===== src/rtl/vga_sync_rx.sv =====
// -----------------------------------------------------------------------------
// vga_sync_rx
//   Receive-side companion of the VGA timing generator. Samples an incoming
//   active-low h_sync/v_sync pair on the pixel clock and recovers the pixel
//   and line position. It measures the line length and the frame height, and
//   declares lock once LOCK_FRAMES consecutive frames match. While locked it
//   regenerates vid_on so downstream capture or overlay logic can use it.
//
// Ports
//   clk_65M     in   1   pixel clock, the only clock
//   clear       in   1   synchronous active-high reset
//   h_sync_in   in   1   horizontal sync, active low
//   v_sync_in   in   1   vertical sync, active low
//   h_count     out  17  recovered pixel index in line (lags transmitter by 2)
//   v_count     out  17  recovered line index in frame
//   vid_on      out  1   active-video window, gated by locked
//   locked      out  1   timing stable
//   frame_start out  1   one-cycle pulse per detected v_sync fall
//   line_len    out  17  clocks between the last two h_sync falls
//   frame_lines out  17  lines in the last complete frame
//   sync_err    out  1   one-cycle pulse on loss of lock or counter timeout
// -----------------------------------------------------------------------------
module vga_sync_rx #(
    parameter int HBP         = 296,
    parameter int HFP         = 1320,
    parameter int VBP         = 35,
    parameter int VFP         = 803,
    parameter int LOCK_FRAMES = 2,
    parameter int MAX_LINE    = 4095,
    parameter int MAX_FRAME   = 2047
) (
    input  logic        clk_65M,
    input  logic        clear,
    input  logic        h_sync_in,
    input  logic        v_sync_in,
    output logic [16:0] h_count,
    output logic [16:0] v_count,
    output logic        vid_on,
    output logic        locked,
    output logic        frame_start,
    output logic [16:0] line_len,
    output logic [16:0] frame_lines,
    output logic        sync_err
);

    localparam logic [16:0] HBP_C       = 17'(HBP);
    localparam logic [16:0] HFP_C       = 17'(HFP);
    localparam logic [16:0] VBP_C       = 17'(VBP);
    localparam logic [16:0] VFP_C       = 17'(VFP);
    localparam logic [16:0] MAX_LINE_C  = 17'(MAX_LINE);
    localparam logic [16:0] MAX_FRAME_C = 17'(MAX_FRAME);
    localparam int          MW          = $clog2(LOCK_FRAMES + 1) + 1;
    localparam logic [MW-1:0] LOCK_C    = MW'(LOCK_FRAMES);

    typedef enum logic [1:0] {
        SEARCH,
        ACQUIRE,
        LOCKED
    } state_t;

    state_t        state;
    logic          h_sync_p1, h_sync_p2;
    logic          v_sync_p1, v_sync_p2;
    logic          v_pend;
    logic          frame_bad;
    logic [MW-1:0] match_cnt;

    logic          h_fall, v_fall;
    logic [16:0]   h_inc, v_inc;
    logic [16:0]   h_next, v_next;
    logic          v_restart, v_pend_next;
    logic          h_timeout, v_timeout;
    logic          line_bad, lines_bad;
    logic [MW-1:0] match_inc;

    // Saturating increment: holds at max instead of wrapping.
    function automatic logic [16:0] sat_inc(input logic [16:0] val,
                                            input logic [16:0] max);
        return (val >= max) ? max : val + 17'd1;
    endfunction

    // Sync edge detect on the second sample stage
    assign h_fall = h_sync_p2 & ~h_sync_p1;
    assign v_fall = v_sync_p2 & ~v_sync_p1;

    assign h_inc     = h_count + 17'd1;
    assign v_inc     = v_count + 17'd1;
    assign match_inc = match_cnt + MW'(1);

    // A v fall only restarts the line count at a line boundary, so that the
    // first line of the frame starts with h_count = 0.
    assign v_restart   = h_fall & (v_pend | v_fall);
    assign v_pend_next = v_restart ? 1'b0 : (v_pend | v_fall);

    assign h_next = h_fall ? 17'd0 : sat_inc(h_count, MAX_LINE_C);
    assign v_next = v_restart ? 17'd0 :
                    h_fall    ? sat_inc(v_count, MAX_FRAME_C) : v_count;

    // Timeouts fire only on the step into saturation, so they pulse once.
    assign h_timeout = (h_next == MAX_LINE_C)  && (h_count != MAX_LINE_C);
    assign v_timeout = (v_next == MAX_FRAME_C) && (v_count != MAX_FRAME_C);

    assign line_bad  = h_fall && (h_inc != line_len);
    assign lines_bad = v_fall && (v_inc != frame_lines);

    assign vid_on = locked &&
                    (h_count > HBP_C) && (h_count < HFP_C) &&
                    (v_count > VBP_C) && (v_count < VFP_C);

    always_ff @(posedge clk_65M) begin
        if (clear) begin
            h_sync_p1   <= 1'b1;
            h_sync_p2   <= 1'b1;
            v_sync_p1   <= 1'b1;
            v_sync_p2   <= 1'b1;
            h_count     <= 17'd0;
            v_count     <= 17'd0;
            v_pend      <= 1'b0;
            line_len    <= 17'd0;
            frame_lines <= 17'd0;
            match_cnt   <= '0;
            frame_bad   <= 1'b0;
            state       <= SEARCH;
            locked      <= 1'b0;
            frame_start <= 1'b0;
            sync_err    <= 1'b0;
        end else begin
            // Stage p1/p2: two-register sampling of the sync inputs
            h_sync_p1 <= h_sync_in;
            h_sync_p2 <= h_sync_p1;
            v_sync_p1 <= v_sync_in;
            v_sync_p2 <= v_sync_p1;

            h_count <= h_next;
            v_count <= v_next;
            v_pend  <= v_pend_next;
            if (h_fall) line_len    <= h_inc;
            if (v_fall) frame_lines <= v_inc;
            frame_start <= v_fall;
            sync_err    <= 1'b0;

            if (h_timeout || v_timeout) begin
                sync_err  <= 1'b1;
                locked    <= 1'b0;
                match_cnt <= '0;
                frame_bad <= 1'b0;
                state     <= SEARCH;
            end else begin
                case (state)
                    SEARCH: begin
                        if (v_fall) begin
                            match_cnt <= '0;
                            frame_bad <= 1'b0;
                            state     <= ACQUIRE;
                        end
                    end
                    ACQUIRE: begin
                        if (v_fall) begin
                            // A bad line ending on this very fall still
                            // belongs to the frame being judged.
                            frame_bad <= 1'b0;
                            if (!frame_bad && !line_bad && !lines_bad) begin
                                if (match_inc >= LOCK_C) begin
                                    match_cnt <= '0;
                                    locked    <= 1'b1;
                                    state     <= LOCKED;
                                end else begin
                                    match_cnt <= match_inc;
                                end
                            end else begin
                                match_cnt <= '0;
                            end
                        end else if (line_bad) begin
                            frame_bad <= 1'b1;
                        end
                    end
                    LOCKED: begin
                        if (line_bad || lines_bad) begin
                            sync_err  <= 1'b1;
                            locked    <= 1'b0;
                            match_cnt <= '0;
                            frame_bad <= 1'b0;
                            state     <= ACQUIRE;
                        end
                    end
                    default: begin
                        locked <= 1'b0;
                        state  <= SEARCH;
                    end
                endcase
            end
        end
    end

endmodule

===== config.mk =====
export PLATFORM = sky130hd
export DESIGN_NAME = vga_sync_rx
export DESIGN_NICKNAME = d
export VERILOG_FILES = /design/src/rtl/vga_sync_rx.sv
export SDC_FILE = /design/constraint.sdc
export NUM_CORES = 1
export LEC_CHECK = 0
export BUFFER_PORTS_ARGS = -buffer_cell sky130_fd_sc_hd__buf_2
export CAP_MARGIN = 15
export CORE_UTILIZATION = 42
export CTS_BUF_LIST = sky130_fd_sc_hd__clkbuf_8
export DETAILED_ROUTE_END_ITERATION = 8
export MAX_ROUTING_LAYER = met4
export PLACE_DENSITY_LB_ADDON = 0.08
export SLEW_MARGIN = 20
export SYNTH_ARGS = -nofsm -noshare
export SYNTH_HDL_FRONTEND = slang
export SYNTH_SLANG_ARGS = --single-unit

===== constraint.sdc =====
create_clock -name clk_65M -period 2.87 [get_ports clk_65M]
set_input_delay 0.4305 -clock clk_65M [delete_from_list [all_inputs] [get_ports clk_65M]]
set_output_delay 0.4305 -clock clk_65M [all_outputs]
set_load 0.02 [all_outputs]

==> results.json <==
{
  "endpoint": "match_cnt[0]",
  "drtPass1Iterations": 7,
  "clock_path_buffers": 2,
  "yosysMostFrequentCell": "dfxtp_1",
  "place_hpwl_mm": 12.66,
  "cellPowerDensity_nw_per_um2": 424.3,
  "synthTopCellsByCount": "dfxtp_1, nor2_1, nand2_1, a21oi_1, a211oi_1",
  "synthArstFlopShare_pct": 0,
  "cp_top_family": "compound AO/OA/AOI/OAI gates",
  "dp.cells": 865,
  "r2r-start": "v_count[1]",
  "grt_antenna_before_repair": 0,
  "path_max_fanout": 6,
  "syn_area_um2": 5021,
  "drive_above_1_share_pct": 26.39,
  "grt_usage_pct": 28.62,
  "finalCriticalPeriod_ns": 2.805,
  "ys_seq_area_share_pct": 32.69,
  "status": "finished with violations",
  "die_w_um": 111.3,
  "grt_pass1_wl_mm": 26.71,
  "startpoint": "v_count[1]",
  "rr_endpoint": "match_cnt[0]",
  "synth.distinct_cells": 74,
  "root_buffer": "clkbuf_8",
  "synth.largest_area_cell": "dfxtp_1",
  "critPathCaptureType": "register",
  "grt_max_degree": 40,
  "wire_per_inst_um": 19.04,
  "nets": 744,
  "fp.dieH_um": 111.3,
  "cts_tree": "done",
  "path_cells": "ha_1 -> buf_4 -> a21oi_1 -> nor4_1 -> nand2b_1 -> a211oi_1 -> o32ai_1 -> a221o_1 -> or4_1 -> mux2i_1",
  "clk_latency_ns": 0.37,
  "io_buffers": 75,
  "ys_warn_count": 0,
  "finalWeightedCongestion": 0.9731,
  "cp_num_buf_inv": 1,
  "critPathArrivalTime_ns": 3.11,
  "hold_viol_final": 0,
  "p_total_mw": 2.627,
  "max_freq_mhz": 356.4,
  "area_growth_pct": 23.30,
  "finalNonFillerCells": 882,
  "drt-initial-drc-count": 475,
  "synth_area_leaders": "dfxtp_1, xnor2_1, a211oi_1",
  "drcViolationCount": 12,
  "cp_slowest_cell": "or4_1",
  "start_util_pct": 43.60,
  "synth_edf_count": 0,
  "clkTransAtPathRegs_ns": 0.09,
  "die_area_um2": 12400,
  "cp-start-kind": "register",
  "leakage_nw": 2.501,
  "cts_buffers": 9,
  "ios": 76,
  "gr-total-overflow": 0,
  "tightest_slew_ns": 0.6656,
  "violations": "DRC",
  "synth-seq-cells": 82,
  "num_antenna_cells": 0,
  "path_class": "reg -> reg",
  "finalSetupViolations": 0,
  "htreeDepth": 3,
  "worstPathRequired_ns": 3.18,
  "finalWirelength_mm": 16.79,
  "rows": 39,
  "cts.sinks": 82,
  "fp.coreArea_um2": 11520,
  "max_stage_delay_ns": 0.55,
  "yosysTopAreaCellShare_pct": 32.69,
  "crit_cells": 10,
  "hold_class": "in -> reg",
  "finalClockSkew_ns": 0.01108,
  "drtAntennaViolNets": 0,
  "maxCapViolations": 0,
  "slew_headroom_pct": 55.62,
  "rrSetupSlack_ns": 0.06,
  "synthCells": 621,
  "route.vias.total": 5185,
  "holdPathStages": 2,
  "ir_drop_v": 0.0003139,
  "slew_violations": 0,
  "grt_pass1_vias": 4821,
  "vias_per_cell": 5.879,
  "fin_crit_sh_pct": 97.75,
  "reg2regPathDepth": 10,
  "synthFlopType": "dfxtp_1",
  "postSynthAreaPerCell_um2": 8.085
}
## metrics by stage
step	hold WS [ns]	TNS [ns]	worst slack, ns	utilization (%)	area [µm²]
4_1_cts	0.2200	0	0.008541	53.27	6135
2_1_floorplan	0.4161	0	0.02853	-	5036
3_5_place_dp	0.4363	-0.1665	-0.06955	51.43	5923
6_report	0.2425	0	0.06453	53.76	6191
3_3_place_gp	0.4264	0	0.002184	51.43	5923
5_1_grt	0.2215	-0.003484	-0.003484	53.76	6191
## sequential cells by signal, summed over array words and instances (netlist names)
signal,count
frame_bad,1
v_sync_p1,1
locked,1
v_sync_p2,1
frame_start,1
h_count,17
match_cnt,3
h_sync_p2,1
v_pend,1
h_sync_p1,1
sync_err,1
frame_lines,17
line_len,17
state,2
v_count,17
## layer usage
| metal | share of wire (%) | track usage [%] | vias to the layer above | routed length, µm |
|---|---|---|---|---|
| met5 | 0 | - | - | 0 |
| met4 | 1.8 | 11.35 | 0 | 310 |
| met3 | 6.5 | 4.464 | 25 | 1088 |
| met2 | 45 | 42.29 | 225 | 7544 |
| met1 | 47 | 39.06 | 2452 | 7844 |
| li1 | - | - | 2483 | - |
## worst min path at each step
stage	endpoint	slack [ns]	start
floorplan	frame_start	0.42	v_sync_p2
global placement	frame_start	0.43	v_sync_p2
detailed placement	frame_start	0.44	v_sync_p2
CTS	v_sync_p1	0.22	v_sync_in
global route	v_sync_p1	0.22	v_sync_in
finish	v_sync_p1	0.24	v_sync_in
## cells in the final DEF (no fill, tap or decap), types with 5 or more instances in the layout
cell type and n:
conb_1 5, and3_1 7, nor2_1 66, inv_1 13, buf_2 74, nor3_1 24
nor4_1 11, xnor2_1 35, and2_1 9, o21ai_0 13, clkbuf_8 9, a31oi_1 5
nand2b_1 10, or3_1 6, nand3_1 26, nand4_1 16, dfxtp_1 78, a21oi_1 43
ha_1 5, nand2_1 47, nor2b_1 6, a211oi_1 40, buf_4 71, xor2_1 21
## kinds of logic (layout without fill, tap and decap cells)
family,count (synthesis),after routing,synth area share (%)
xor+xnor,60,60,11.59
other cells,1,5,0.07469
compound gates,151,151,21.70
buf+inv,61,175,5.158
mux,3,3,0.5981
simple gates,257,257,26.69
fa+ha+maj,6,6,1.495
flops,82,82,32.69
## power breakdown
group          internal (mW)  switching, mW  leakage, nW
Combinational          0.194          0.310         1.73
Clock                  0.401          0.465       0.0984
Sequential              1.19         0.0662        0.675
Total                   1.79          0.841         2.50
## layout make-up
| class | instances | area [µm²] |
|---|---|---|
| clock buffer | 9 | 123.9 |
| sequential | 82 | 1647 |
| timing repair buffer | 148 | 937.1 |
| clock inverter | 7 | 70.07 |
| tap | 143 | 178.9 |
| fill | 1107 | 5325 |
| multi-input combinational | 482 | 3193 |
| inverter | 11 | 41.29 |
## what timing repair did
item,in CTS,in global routing
endpoints found under the setup margin,6,6
setup buffers,0,1
resized for setup,6,14
pin swaps,2,3
hold buffers,0,0
(Power assumes the default switching activity.)
